### src/rtl/i2c_slave_responder_if.sv
// Bus bundle between the I2C target and its environment: wired SCL/SDA levels,
// open-drain enables, the received-byte stream and the read-byte source.
interface i2c_slave_responder_if #(
  parameter int unsigned DW = 8
);
  logic          scl_i;
  logic          sda_i;
  logic          sda_oe;
  logic          scl_oe;
  logic [DW-1:0] wr_data;
  logic          wr_valid;
  logic [DW-1:0] rd_data;
  logic          rd_valid;
  logic          rd_ready;
  logic          start_det;
  logic          stop_det;
  logic          busy;
  logic          rd_underrun;

  modport slave (
    input  scl_i, sda_i, rd_data, rd_valid,
    output sda_oe, scl_oe, wr_data, wr_valid, rd_ready,
           start_det, stop_det, busy, rd_underrun
  );

  modport master (
    output scl_i, sda_i, rd_data, rd_valid,
    input  sda_oe, scl_oe, wr_data, wr_valid, rd_ready,
           start_det, stop_det, busy, rd_underrun
  );
endinterface

### src/rtl/i2c_slave_responder.sv
// I2C target: decodes START/STOP/address, ACKs its own address, streams write bytes
// out and serves read bytes. Define I2C_CLK_STRETCH_EN to stretch SCL on read underrun.
module i2c_slave_responder #(
  parameter logic [6:0]  SLAVE_ADDR     = 7'h22,
  parameter int unsigned I2C_DATA_WIDTH = 8,
  parameter int unsigned HOLD_CYCLES    = 4
) (
  input logic                  clk,
  input logic                  rst_n,
  i2c_slave_responder_if.slave bus
);

  localparam int unsigned DW     = I2C_DATA_WIDTH;
  localparam int unsigned CNT_W  = $clog2(DW);
  localparam int unsigned HOLD_W = $clog2(HOLD_CYCLES + 1);
  localparam logic [CNT_W-1:0]  LAST_BIT  = CNT_W'(DW - 1);
  localparam logic [HOLD_W-1:0] HOLD_LOAD = HOLD_W'(HOLD_CYCLES);
  localparam logic [HOLD_W-1:0] HOLD_ONE  = HOLD_W'(1);

  typedef enum logic [2:0] {
    S_IDLE, S_ADDR, S_ADDR_ACK, S_WR_DATA, S_WR_ACK, S_RD_DATA, S_RD_ACK, S_IGNORE
  } state_e;

  logic scl_s1_q, scl_s2_q, scl_d_q;
  logic sda_s1_q, sda_s2_q, sda_d_q;

  state_e            state_q, state_d;
  logic [CNT_W-1:0]  bit_cnt_q, bit_cnt_d;
  logic [DW-1:0]     shift_q, shift_d;
  logic              rw_q, rw_d;
  logic              ack_ph_q, ack_ph_d;
  logic [HOLD_W-1:0] hold_cnt_q, hold_cnt_d;
  logic              sda_oe_q, sda_oe_d;
  logic              scl_oe_q, scl_oe_d;
  logic [DW-1:0]     wr_data_q, wr_data_d;
  logic              wr_valid_q, wr_valid_d;
  logic              rd_ready_q, rd_ready_d;
  logic              start_det_q, start_det_d;
  logic              stop_det_q, stop_det_d;
  logic              busy_q, busy_d;
  logic              underrun_q, underrun_d;
`ifdef I2C_CLK_STRETCH_EN
  logic              stretch_q, stretch_d;
  logic              rel_pend_q, rel_pend_d;
`endif

  logic scl_rise_c, scl_fall_c, start_c, stop_c, drive_pt_c, addr_hit_c, load_req_c;

  // Bus events from the synchronized levels and the edge-detect register.
  assign scl_rise_c = scl_s2_q & ~scl_d_q;
  assign scl_fall_c = ~scl_s2_q & scl_d_q;
  assign start_c    = scl_s2_q & scl_d_q & ~sda_s2_q & sda_d_q;
  assign stop_c     = scl_s2_q & scl_d_q & sda_s2_q & ~sda_d_q;
  assign drive_pt_c = (hold_cnt_q == HOLD_ONE);
  assign addr_hit_c = (shift_q[6:0] == SLAVE_ADDR) && (SLAVE_ADDR != 7'h00);

  always_comb begin
    state_d     = state_q;
    bit_cnt_d   = bit_cnt_q;
    shift_d     = shift_q;
    rw_d        = rw_q;
    ack_ph_d    = ack_ph_q;
    sda_oe_d    = sda_oe_q;
    scl_oe_d    = scl_oe_q;
    wr_data_d   = wr_data_q;
    wr_valid_d  = 1'b0;
    rd_ready_d  = 1'b0;
    start_det_d = start_c;
    stop_det_d  = stop_c;
    busy_d      = busy_q;
    underrun_d  = underrun_q;
    load_req_c  = 1'b0;
`ifdef I2C_CLK_STRETCH_EN
    stretch_d   = stretch_q;
    rel_pend_d  = rel_pend_q;
`endif
    // SDA may only change HOLD_CYCLES after a detected SCL fall.
    if (scl_fall_c) begin
      hold_cnt_d = HOLD_LOAD;
    end else if (hold_cnt_q != '0) begin
      hold_cnt_d = hold_cnt_q - HOLD_ONE;
    end else begin
      hold_cnt_d = hold_cnt_q;
    end

    case (state_q)
      S_ADDR: begin
        if (scl_rise_c) begin
          shift_d   = {shift_q[DW-2:0], sda_s2_q};
          bit_cnt_d = bit_cnt_q + CNT_W'(1);
          if (bit_cnt_q == LAST_BIT) begin
            rw_d     = sda_s2_q;
            ack_ph_d = 1'b0;
            state_d  = addr_hit_c ? S_ADDR_ACK : S_IGNORE;
          end
        end
      end
      S_ADDR_ACK: begin
        if (drive_pt_c) begin
          if (!ack_ph_q) begin
            sda_oe_d = 1'b1;
            ack_ph_d = 1'b1;
          end else begin
            ack_ph_d = 1'b0;
            if (rw_q) begin
              load_req_c = 1'b1;
            end else begin
              sda_oe_d  = 1'b0;
              bit_cnt_d = '0;
              state_d   = S_WR_DATA;
            end
          end
        end
      end
      S_WR_DATA: begin
        if (scl_rise_c) begin
          shift_d   = {shift_q[DW-2:0], sda_s2_q};
          bit_cnt_d = bit_cnt_q + CNT_W'(1);
          if (bit_cnt_q == LAST_BIT) begin
            wr_data_d  = {shift_q[DW-2:0], sda_s2_q};
            wr_valid_d = 1'b1;
            ack_ph_d   = 1'b0;
            state_d    = S_WR_ACK;
          end
        end
      end
      S_WR_ACK: begin
        if (drive_pt_c) begin
          if (!ack_ph_q) begin
            sda_oe_d = 1'b1;
            ack_ph_d = 1'b1;
          end else begin
            sda_oe_d  = 1'b0;
            ack_ph_d  = 1'b0;
            bit_cnt_d = '0;
            state_d   = S_WR_DATA;
          end
        end
      end
      S_RD_DATA: begin
`ifdef I2C_CLK_STRETCH_EN
        // SCL is held low here until the byte source catches up.
        if (stretch_q) begin
          if (bus.rd_valid) begin
            shift_d    = bus.rd_data;
            sda_oe_d   = ~bus.rd_data[DW-1];
            rd_ready_d = 1'b1;
            stretch_d  = 1'b0;
            rel_pend_d = 1'b1;
            hold_cnt_d = HOLD_LOAD;
          end
        end else
`endif
        begin
          if (drive_pt_c) begin
            sda_oe_d = ~shift_q[DW-1];
          end
          if (scl_rise_c) begin
            shift_d   = {shift_q[DW-2:0], 1'b1};
            bit_cnt_d = bit_cnt_q + CNT_W'(1);
            if (bit_cnt_q == LAST_BIT) begin
              ack_ph_d = 1'b0;
              state_d  = S_RD_ACK;
            end
          end
        end
      end
      S_RD_ACK: begin
        if (drive_pt_c && !ack_ph_q) begin
          sda_oe_d = 1'b0;
        end
        if (scl_rise_c) begin
          if (sda_s2_q) begin
            state_d = S_IGNORE;
          end else begin
            ack_ph_d = 1'b1;
          end
        end
        if (drive_pt_c && ack_ph_q) begin
          ack_ph_d   = 1'b0;
          load_req_c = 1'b1;
        end
      end
      S_IGNORE: sda_oe_d = 1'b0;
      default: ;
    endcase

    // Read load point: first bit goes out with the load.
    if (load_req_c) begin
      bit_cnt_d = '0;
      state_d   = S_RD_DATA;
      if (bus.rd_valid) begin
        shift_d    = bus.rd_data;
        sda_oe_d   = ~bus.rd_data[DW-1];
        rd_ready_d = 1'b1;
      end else begin
`ifdef I2C_CLK_STRETCH_EN
        sda_oe_d  = 1'b0;
        scl_oe_d  = 1'b1;
        stretch_d = 1'b1;
`else
        shift_d    = '1;
        sda_oe_d   = 1'b0;
        underrun_d = 1'b1;
`endif
      end
    end

`ifdef I2C_CLK_STRETCH_EN
    if (rel_pend_q && drive_pt_c) begin
      scl_oe_d   = 1'b0;
      rel_pend_d = 1'b0;
    end
`endif

    // START/STOP win over whatever the byte engine was doing.
    if (stop_c || start_c) begin
      sda_oe_d   = 1'b0;
      scl_oe_d   = 1'b0;
      hold_cnt_d = '0;
      ack_ph_d   = 1'b0;
      bit_cnt_d  = '0;
      wr_valid_d = 1'b0;
      rd_ready_d = 1'b0;
`ifdef I2C_CLK_STRETCH_EN
      stretch_d  = 1'b0;
      rel_pend_d = 1'b0;
`endif
    end
    if (stop_c) begin
      state_d = S_IDLE;
      busy_d  = 1'b0;
    end
    if (start_c) begin
      state_d    = S_ADDR;
      busy_d     = 1'b1;
      underrun_d = 1'b0;
    end
  end

  always_ff @(posedge clk or negedge rst_n) begin
    if (!rst_n) begin
      scl_s1_q    <= 1'b1;
      scl_s2_q    <= 1'b1;
      scl_d_q     <= 1'b1;
      sda_s1_q    <= 1'b1;
      sda_s2_q    <= 1'b1;
      sda_d_q     <= 1'b1;
      state_q     <= S_IDLE;
      bit_cnt_q   <= '0;
      shift_q     <= '0;
      rw_q        <= 1'b0;
      ack_ph_q    <= 1'b0;
      hold_cnt_q  <= '0;
      sda_oe_q    <= 1'b0;
      scl_oe_q    <= 1'b0;
      wr_data_q   <= '0;
      wr_valid_q  <= 1'b0;
      rd_ready_q  <= 1'b0;
      start_det_q <= 1'b0;
      stop_det_q  <= 1'b0;
      busy_q      <= 1'b0;
      underrun_q  <= 1'b0;
`ifdef I2C_CLK_STRETCH_EN
      stretch_q   <= 1'b0;
      rel_pend_q  <= 1'b0;
`endif
    end else begin
      scl_s1_q    <= bus.scl_i;
      scl_s2_q    <= scl_s1_q;
      scl_d_q     <= scl_s2_q;
      sda_s1_q    <= bus.sda_i;
      sda_s2_q    <= sda_s1_q;
      sda_d_q     <= sda_s2_q;
      state_q     <= state_d;
      bit_cnt_q   <= bit_cnt_d;
      shift_q     <= shift_d;
      rw_q        <= rw_d;
      ack_ph_q    <= ack_ph_d;
      hold_cnt_q  <= hold_cnt_d;
      sda_oe_q    <= sda_oe_d;
      scl_oe_q    <= scl_oe_d;
      wr_data_q   <= wr_data_d;
      wr_valid_q  <= wr_valid_d;
      rd_ready_q  <= rd_ready_d;
      start_det_q <= start_det_d;
      stop_det_q  <= stop_det_d;
      busy_q      <= busy_d;
      underrun_q  <= underrun_d;
`ifdef I2C_CLK_STRETCH_EN
      stretch_q   <= stretch_d;
      rel_pend_q  <= rel_pend_d;
`endif
    end
  end

  assign bus.sda_oe      = sda_oe_q;
  assign bus.scl_oe      = scl_oe_q;
  assign bus.wr_data     = wr_data_q;
  assign bus.wr_valid    = wr_valid_q;
  assign bus.rd_ready    = rd_ready_q;
  assign bus.start_det   = start_det_q;
  assign bus.stop_det    = stop_det_q;
  assign bus.busy        = busy_q;
  assign bus.rd_underrun = underrun_q;

endmodule

### src/flat_wrapper.sv
// flat-port wrapper written by rule: the top's interface ports become plain ports
module i2c_slave_responder_flat 
#(
  parameter logic [6:0]  SLAVE_ADDR     = 7'h22,
  parameter int unsigned I2C_DATA_WIDTH = 8,
  parameter int unsigned HOLD_CYCLES    = 4
)
  (clk, rst_n, bus_scl_i, bus_sda_i, bus_rd_data, bus_rd_valid, bus_sda_oe, bus_scl_oe, bus_wr_data, bus_wr_valid, bus_rd_ready, bus_start_det, bus_stop_det, bus_busy, bus_rd_underrun);
  i2c_slave_responder_if bus_i ();
  input logic clk;
  input logic rst_n;
  input wire logic [$bits(bus_i.scl_i)-1:0] bus_scl_i;
  input wire logic [$bits(bus_i.sda_i)-1:0] bus_sda_i;
  input wire logic [$bits(bus_i.rd_data)-1:0] bus_rd_data;
  input wire logic [$bits(bus_i.rd_valid)-1:0] bus_rd_valid;
  output wire logic [$bits(bus_i.sda_oe)-1:0] bus_sda_oe;
  output wire logic [$bits(bus_i.scl_oe)-1:0] bus_scl_oe;
  output wire logic [$bits(bus_i.wr_data)-1:0] bus_wr_data;
  output wire logic [$bits(bus_i.wr_valid)-1:0] bus_wr_valid;
  output wire logic [$bits(bus_i.rd_ready)-1:0] bus_rd_ready;
  output wire logic [$bits(bus_i.start_det)-1:0] bus_start_det;
  output wire logic [$bits(bus_i.stop_det)-1:0] bus_stop_det;
  output wire logic [$bits(bus_i.busy)-1:0] bus_busy;
  output wire logic [$bits(bus_i.rd_underrun)-1:0] bus_rd_underrun;
  assign bus_i.scl_i = bus_scl_i;
  assign bus_i.sda_i = bus_sda_i;
  assign bus_i.rd_data = bus_rd_data;
  assign bus_i.rd_valid = bus_rd_valid;
  assign bus_sda_oe = bus_i.sda_oe;
  assign bus_scl_oe = bus_i.scl_oe;
  assign bus_wr_data = bus_i.wr_data;
  assign bus_wr_valid = bus_i.wr_valid;
  assign bus_rd_ready = bus_i.rd_ready;
  assign bus_start_det = bus_i.start_det;
  assign bus_stop_det = bus_i.stop_det;
  assign bus_busy = bus_i.busy;
  assign bus_rd_underrun = bus_i.rd_underrun;
  i2c_slave_responder #(.SLAVE_ADDR(SLAVE_ADDR), .I2C_DATA_WIDTH(I2C_DATA_WIDTH), .HOLD_CYCLES(HOLD_CYCLES)) u_core (.clk(clk), .rst_n(rst_n), .bus(bus_i));
endmodule
### config.mk
export PLATFORM = sky130hd
export DESIGN_NAME = i2c_slave_responder_flat
export DESIGN_NICKNAME = d
export VERILOG_FILES = /design/src/rtl/i2c_slave_responder_if.sv /design/src/rtl/i2c_slave_responder.sv /design/src/flat_wrapper.sv
export SDC_FILE = /design/constraint.sdc
export NUM_CORES = 1
export LEC_CHECK = 0
export ABC_CLOCK_PERIOD_IN_PS = 5060
export CORE_MARGIN = 4
export CORE_UTILIZATION = 58
export DETAILED_ROUTE_END_ITERATION = 16
export PLACE_DENSITY = 0.84
export SLEW_MARGIN = 20
export SYNTH_ARGS = -nofsm -noshare
export SYNTH_HDL_FRONTEND = slang
export SYNTH_SLANG_ARGS = --single-unit
export TNS_END_PERCENT = 10
### constraint.sdc
create_clock -name clk -period 5.06 [get_ports clk]
set_input_delay 0.506 -clock clk [delete_from_list [all_inputs] [get_ports clk]]
set_output_delay 0.506 -clock clk [all_outputs]
set_load 0.02 [all_outputs]
==> qor.txt, run 1 <==
met3 GRT Util - 0.0658
Post-synth EDFFs - 0
final setup fails - 0
Max transition margin - 0.428
worst slew pin tran - 0.858 ns
first-pass GRT wire length - 6890 um
sequential fraction of the synthesis area - 0.500
WP data required - 5.32 ns
Clock Skew - 0.00780 ns
num ports - 29
All-Layer GR Usage - 0.210
global routing's busiest layer - met2
Max-Cap Viols - 0
CP Capture Type - flip-flop
reg2reg start - u_core.hold_cnt_q[1]
Hold Buf Count CTS - 0
GR Util met2 - 0.338
FF-to-FF path depth - 7
RSZ-0062 raised after global routing - no
worst vdd ir - 0.256 mV
RR Endpoint - u_core.state_q[0]
CP max FO - 21
post-DP HPWL - 2960 um
Worst Path Arrival - 2.46 ns
Reg area - 1010 um2
PortBufs - 27
Starting Density - 0.604
largest net degree at the start of global routing - 41
Area Growth Syn to Fin - 16.5%
Vias - 1534
Syn Area/Cell - 10.3 um2
floorplan die height - 67.0 um
final hold viol count - 0
CTS sink cnt - 40
drt wl/cell - 15.7 um
H-tree levels - 2
Via density - 5.77
clk root buf - clkbuf_4
GR Util met1 - 0.270
total CTS buffers - 5
TritonCTS clock tree - yes
share of synthesized flip-flops with an asynchronous set or reset - 1.00
Synth warnings - 0
Hold Path Class - in -> async
CP Class - reg -> reg
Die Width - 67.0 um
clk slew on worst S/H paths - 0.12 ns
iteration-0 DRC count of the detailed router - 85
Worst setup SP type - flip-flop
final core occ - 0.704
cell row count - 21
Leakage Power - 1.04 nW
outcome - completed
max frequency - 0.453 GHz
Worst R2R Setup Slack - 2.85 ns
ys flop type - dfrtp_1
Sum Neg Setup Slack - 0 ns
DRT antenna net count - 0
buffer levels on the longest clock path - 2
Slew Limit Fails - 0
count of cell types in the netlist - 50
post_cts resized - 0
global route total overflow - 0
# diodes - 0
layout cells sized above 1 - 0.141
total wire length - 4170 um
core area - 3340 um2
Nets - 237
Die Area - 4480 um2
multi-input logic area - 932 um2
initial antenna violation count - 0
flops & latches, synth - 40
Post-Syn Nets - 213
Cells after Synth - 195
# DRC - 0
Final period util - 0.436
worst skew pair latency - 0.35 ns
Cell Pwr Density - 375 nW/um2
Mapped Area - 2020 um2
vias in the first global route - 1471
# fillers - 259
GP Congestion - 0.794
Post-CTS Setup Inserts - 0
post-layout min period - 2.21 ns
First-pass DRT Iterations - 4
==> kinds of logic after synthesis <==
group,after synthesis,synth area share
mux,12,0.0677
buf+inv,15,0.0403
compound gates,48,0.155
fa+ha+maj,5,0.0310
xor+xnor,1,0.00435
simple gates,73,0.200
flops,40,0.500
other cells,1,0.00186
==> metal layers <==
layer	vias to the layer above	part of all wire
met5	-	0
met4	0	0.013
met3	7	0.052
met2	41	0.49
met1	748	0.44
li1	738	-
==> worst max-delay path, cell delays in order (launching register included) <==
cell and delay (ns):
dfrtp_1 0.40, inv_1 0.10, ha_1 0.21, nand3b_2 0.17, nor3_4 0.63, or2_1 0.22, o22ai_2 0.09, mux2_4 0.31
==> cell type report <==
type	instances	area share
repair buffers	27	0.113
flip-flops and latches	40	0.429
clock inverters	2	0.00639
well taps	46	0.0245
multi-input cells	140	0.397
clock buffers	6	0.0218
inverters	5	0.00799
==> where the power goes <==
part / internal (mW) / total, mW / switching [mW]
clock: 0.0675 / 0.175 / 0.107
sequential: 0.386 / 0.463 / 0.0770
combinational: 0.117 / 0.243 / 0.126
total: 0.570 / 0.881 / 0.311
==> per-stage QoR <==
stage | cell area, um2 | worst slack, ns | total power [mW] | std cells | hold WS [ns]
finish | 2350 | 2.85 | 0.881 | 266 | 0.246
CTS | 2340 | 2.59 | 0.884 | 266 | 0.271
global placement | 2280 | 2.69 | 0.695 | 258 | 0.349
floorplan | 2020 | 3.24 | 0.639 | 195 | 0.210
detailed placement | 2280 | 2.62 | 0.710 | 258 | 0.347
global route | 2350 | 2.70 | 0.949 | 266 | 0.291
==> state kept, by name (all words and copies together) (netlist names) <==
register / flops
u_core.ack_ph_q: 1
u_core.bit_cnt_q: 3
u_core.bus.busy: 1
u_core.bus.rd_ready: 1
u_core.bus.rd_underrun: 1
u_core.bus.sda_oe: 1
u_core.bus.start_det: 1
u_core.bus.stop_det: 1
u_core.bus.wr_data: 8
u_core.bus.wr_valid: 1
u_core.hold_cnt_q: 3
u_core.rw_q: 1
u_core.scl_d_q: 1
u_core.scl_s1_q: 1
u_core.scl_s2_q: 1
u_core.sda_d_q: 1
u_core.sda_s1_q: 1
u_core.sda_s2_q: 1
u_core.shift_q: 8
u_core.state_q: 3
==> worst max-delay path by stage <==
stage	from	to	slack, ns
2_1_floorplan	u_core.bit_cnt_q[0]	u_core.state_q[0]	3.24
3_3_place_gp	u_core.hold_cnt_q[1]	u_core.state_q[0]	2.69
3_5_place_dp	u_core.hold_cnt_q[1]	u_core.state_q[0]	2.62
4_1_cts	u_core.hold_cnt_q[1]	u_core.state_q[0]	2.59
5_1_grt	u_core.hold_cnt_q[1]	u_core.state_q[0]	2.70
6_report	u_core.hold_cnt_q[1]	u_core.state_q[0]	2.85
==> cells in the final DEF, fill, tap and decap left out, drive strengths merged, types with 2 or more instances in the layout <==
cell type      count
mux2i              2
o211ai             2
dfrtp             34
clkinvlp           2
a21o               4
a211oi             2
a31oi              3
inv                5
nand4              2
a21oi              7
nor3               4
clkdlybuf4s50     26
nor2b              2
nand3              4
clkbuf             6
o21ai             21
nand2             20
and3               3
nand3b            10
nor2              13
dfstp              6
mux2              10
nand2b             7
or2                3
ha                 5
==> cell usage after synthesis, types with 3 or more instances <==
cell type | count | area share
or2_1 | 3 | 0.0093
inv_1 | 5 | 0.0093
buf_4 | 3 | 0.011
a21o_1 | 4 | 0.015
buf_2 | 5 | 0.012
a31oi_1 | 3 | 0.0093
and3_1 | 3 | 0.0093
mux2_2 | 8 | 0.045
ha_1 | 5 | 0.031
o21ai_0 | 11 | 0.027
nor3_1 | 3 | 0.0074
nand2b_1 | 5 | 0.016
nand2_1 | 20 | 0.037
dfrtp_1 | 34 | 0.42
o21ai_1 | 10 | 0.025
dfstp_2 | 6 | 0.078
a21oi_1 | 6 | 0.015
nand3b_1 | 9 | 0.034
nor2_1 | 12 | 0.022
nand3_1 | 4 | 0.0099
Note: power is estimated with default switching activity, not from simulation.
==> run 2: changes to the inputs <==
--- a/config.mk
+++ b/config.mk
@@ -5,11 +5,11 @@
 export SDC_FILE = /design/constraint.sdc
 export NUM_CORES = 1
 export LEC_CHECK = 0
-export ABC_CLOCK_PERIOD_IN_PS = 5060
+export ABC_CLOCK_PERIOD_IN_PS = 2290
 export CORE_MARGIN = 4
-export CORE_UTILIZATION = 58
+export CORE_UTILIZATION = 54
 export DETAILED_ROUTE_END_ITERATION = 16
-export PLACE_DENSITY = 0.84
+export PLACE_DENSITY = 0.79
 export SLEW_MARGIN = 20
 export SYNTH_ARGS = -nofsm -noshare
 export SYNTH_HDL_FRONTEND = slang
==> constraint.sdc (replaced) <==
create_clock -name clk -period 2.29 [get_ports clk]
set_input_delay 0.229 -clock clk [delete_from_list [all_inputs] [get_ports clk]]
set_output_delay 0.229 -clock clk [all_outputs]
set_load 0.02 [all_outputs]
==> run 2 against run 1 <==
- maximum frequency is 12% higher
- critical path depth unchanged
- clock skew is 0.0053 ns lower
- cell count increased by 0.75%
- sequential power grew 120%
- via count shrank 0.46%
- critical path type unchanged
- critical endpoint unchanged
- largest cell class unchanged
- largest power group unchanged
- highest routed layer unchanged
==> qor.txt, run 2 (same netlist as run 1, synthesis figures left out) <==
outcome - completed
# DRC - 0
post-DP HPWL - 3000 um
final core occ - 0.688
vias in the first global route - 1583
layout cells sized above 1 - 0.144
Leakage Power - 1.05 nW
buffer levels on the longest clock path - 2
worst skew pair latency - 0.28 ns
Slew Limit Fails - 0
post_cts resized - 0
delay-heaviest family, CP - compound AO/OA/AOI/OAI gates
num ports - 29
largest net degree at the start of global routing - 41
max frequency - 0.507 GHz
critical path, cell by cell - ha_1, ha_1, nand3b_1, o21ai_1, a211o_1, o22ai_2, mux2_4
drt wl/cell - 15.2 um
First-pass DRT Iterations - 5
Final period util - 0.861
WP data required - 2.46 ns
Nets - 239
RSZ-0062 raised after global routing - no
global route total overflow - 0
H-tree levels - 2
initial antenna violation count - 0
Hold Buf Count CTS - 0
CP max FO - 3
iteration-0 DRC count of the detailed router - 129
TritonCTS clock tree - yes
Die Area - 4770 um2
Die Width - 69.1 um
clk root buf - clkbuf_8
Cell Pwr Density - 854 nW/um2
critical path depth in cells - 7
Sum Neg Setup Slack - 0 ns
clk slew on worst S/H paths - 0.07 ns
Hold Path Class - in -> async
most frequent cells in the layout - dfrtp_1 (34), clkdlybuf4s50_1 (26), nand2_1 (20)
Max transition margin - 0.441
Post-CTS Setup Inserts - 0
crit-path max cell delay - 0.40 ns
post-layout min period - 1.97 ns
GP Congestion - 0.845
Max-Cap Viols - 0
Worst Path Arrival - 2.14 ns
Worst setup SP type - flip-flop
# diodes - 0
CP Class - reg -> reg
core area - 3470 um2
Slowest cell on crit path - dfrtp_1
CP Capture Type - flip-flop
worst slew pin tran - 0.838 ns
first-pass GRT wire length - 7380 um
Worst R2R Setup Slack - 0.32 ns
worst vdd ir - 0.504 mV
total CTS buffers - 5
final hold viol count - 0
Vias - 1527
All-Layer GR Usage - 0.188
DRT antenna net count - 0
CTS sink cnt - 40
final setup fails - 0
CP most frequent cell - ha_1
PortBufs - 27
floorplan die height - 69.1 um
total wire length - 4070 um
Via density - 5.70
Starting Density - 0.581
cell row count - 21
WP buf/inv - 0
FF-to-FF path depth - 7
Area Growth Syn to Fin - 18.3%
Clock Skew - 0.00251 ns
most common cell after layout, fill and taps aside - dfrtp_1
# fillers - 280
run 2: area by class of cell:
class | instances | area (um2) | share of cell area
Multi-Input combinational cell | 140 | 926 | 0.388
Timing Repair Buffer | 29 | 280 | 0.118
Inverter | 5 | 18.8 | 0.00787
Sequential cell | 40 | 1010 | 0.423
Clock buffer | 7 | 86.3 | 0.0362
Clock inverter | 1 | 7.51 | 0.00315
Tap cell | 46 | 57.6 | 0.0241
run 2: power breakdown:
part / total (mW) / switching (mW) / leakage (nW) / internal [mW]
registers: 1.02 / 0.170 / 0.513 / 0.854
clock network: 0.476 / 0.231 / 0.0445 / 0.245
logic: 0.538 / 0.277 / 0.488 / 0.261
total: 2.04 / 0.678 / 1.05 / 1.36
run 2: final timing paths:
check	startpoint	to
setup / recovery	u_core.bit_cnt_q[0]	u_core.state_q[0]
hold / removal	rst_n	u_core.shift_q[0]
setup reg to reg	u_core.bit_cnt_q[0]	u_core.state_q[0]
hold reg to reg	u_core.scl_s1_q	u_core.scl_s2_q
max in group asynchronous	rst_n	u_core.hold_cnt_q[1]
min in group clk	bus_scl_i	u_core.scl_s1_q
run 2: metrics by stage:
stage / worst slack [ns] / total power [mW] / instance area, um2 / std cells / hold slack (ns)
after global routing: 0.182 / 2.20 / 2380 / 268 / 0.112
final: 0.319 / 2.04 / 2380 / 268 / 0.0421
after detailed placement: 0.332 / 1.58 / 2290 / 260 / 0.350
after CTS: 0.317 / 2.06 / 2380 / 268 / 0.0741
after floorplan: 0.474 / 1.41 / 2020 / 195 / -0.0666
after global placement: 0.422 / 1.52 / 2290 / 260 / 0.348
run 2: per-layer routing:
layer	vias up	part of all wire	global-route usage
li1	740	-	-
met1	742	0.44	0.251
met2	43	0.51	0.305
met3	2	0.050	0.0509
met4	0	0.0034	0.0434
met5	-	0	0
run 2: worst reg2reg max path: cells and delay by family (launching register included):
kind / cells / cell delay, ns
multiplexers: 1 / 0.32
adder cells (fa/ha/maj): 2 / 0.43
AND/OR/NAND/NOR: 1 / 0.09
flip-flops: 1 / 0.40
AO/OA/AOI/OAI: 3 / 0.64
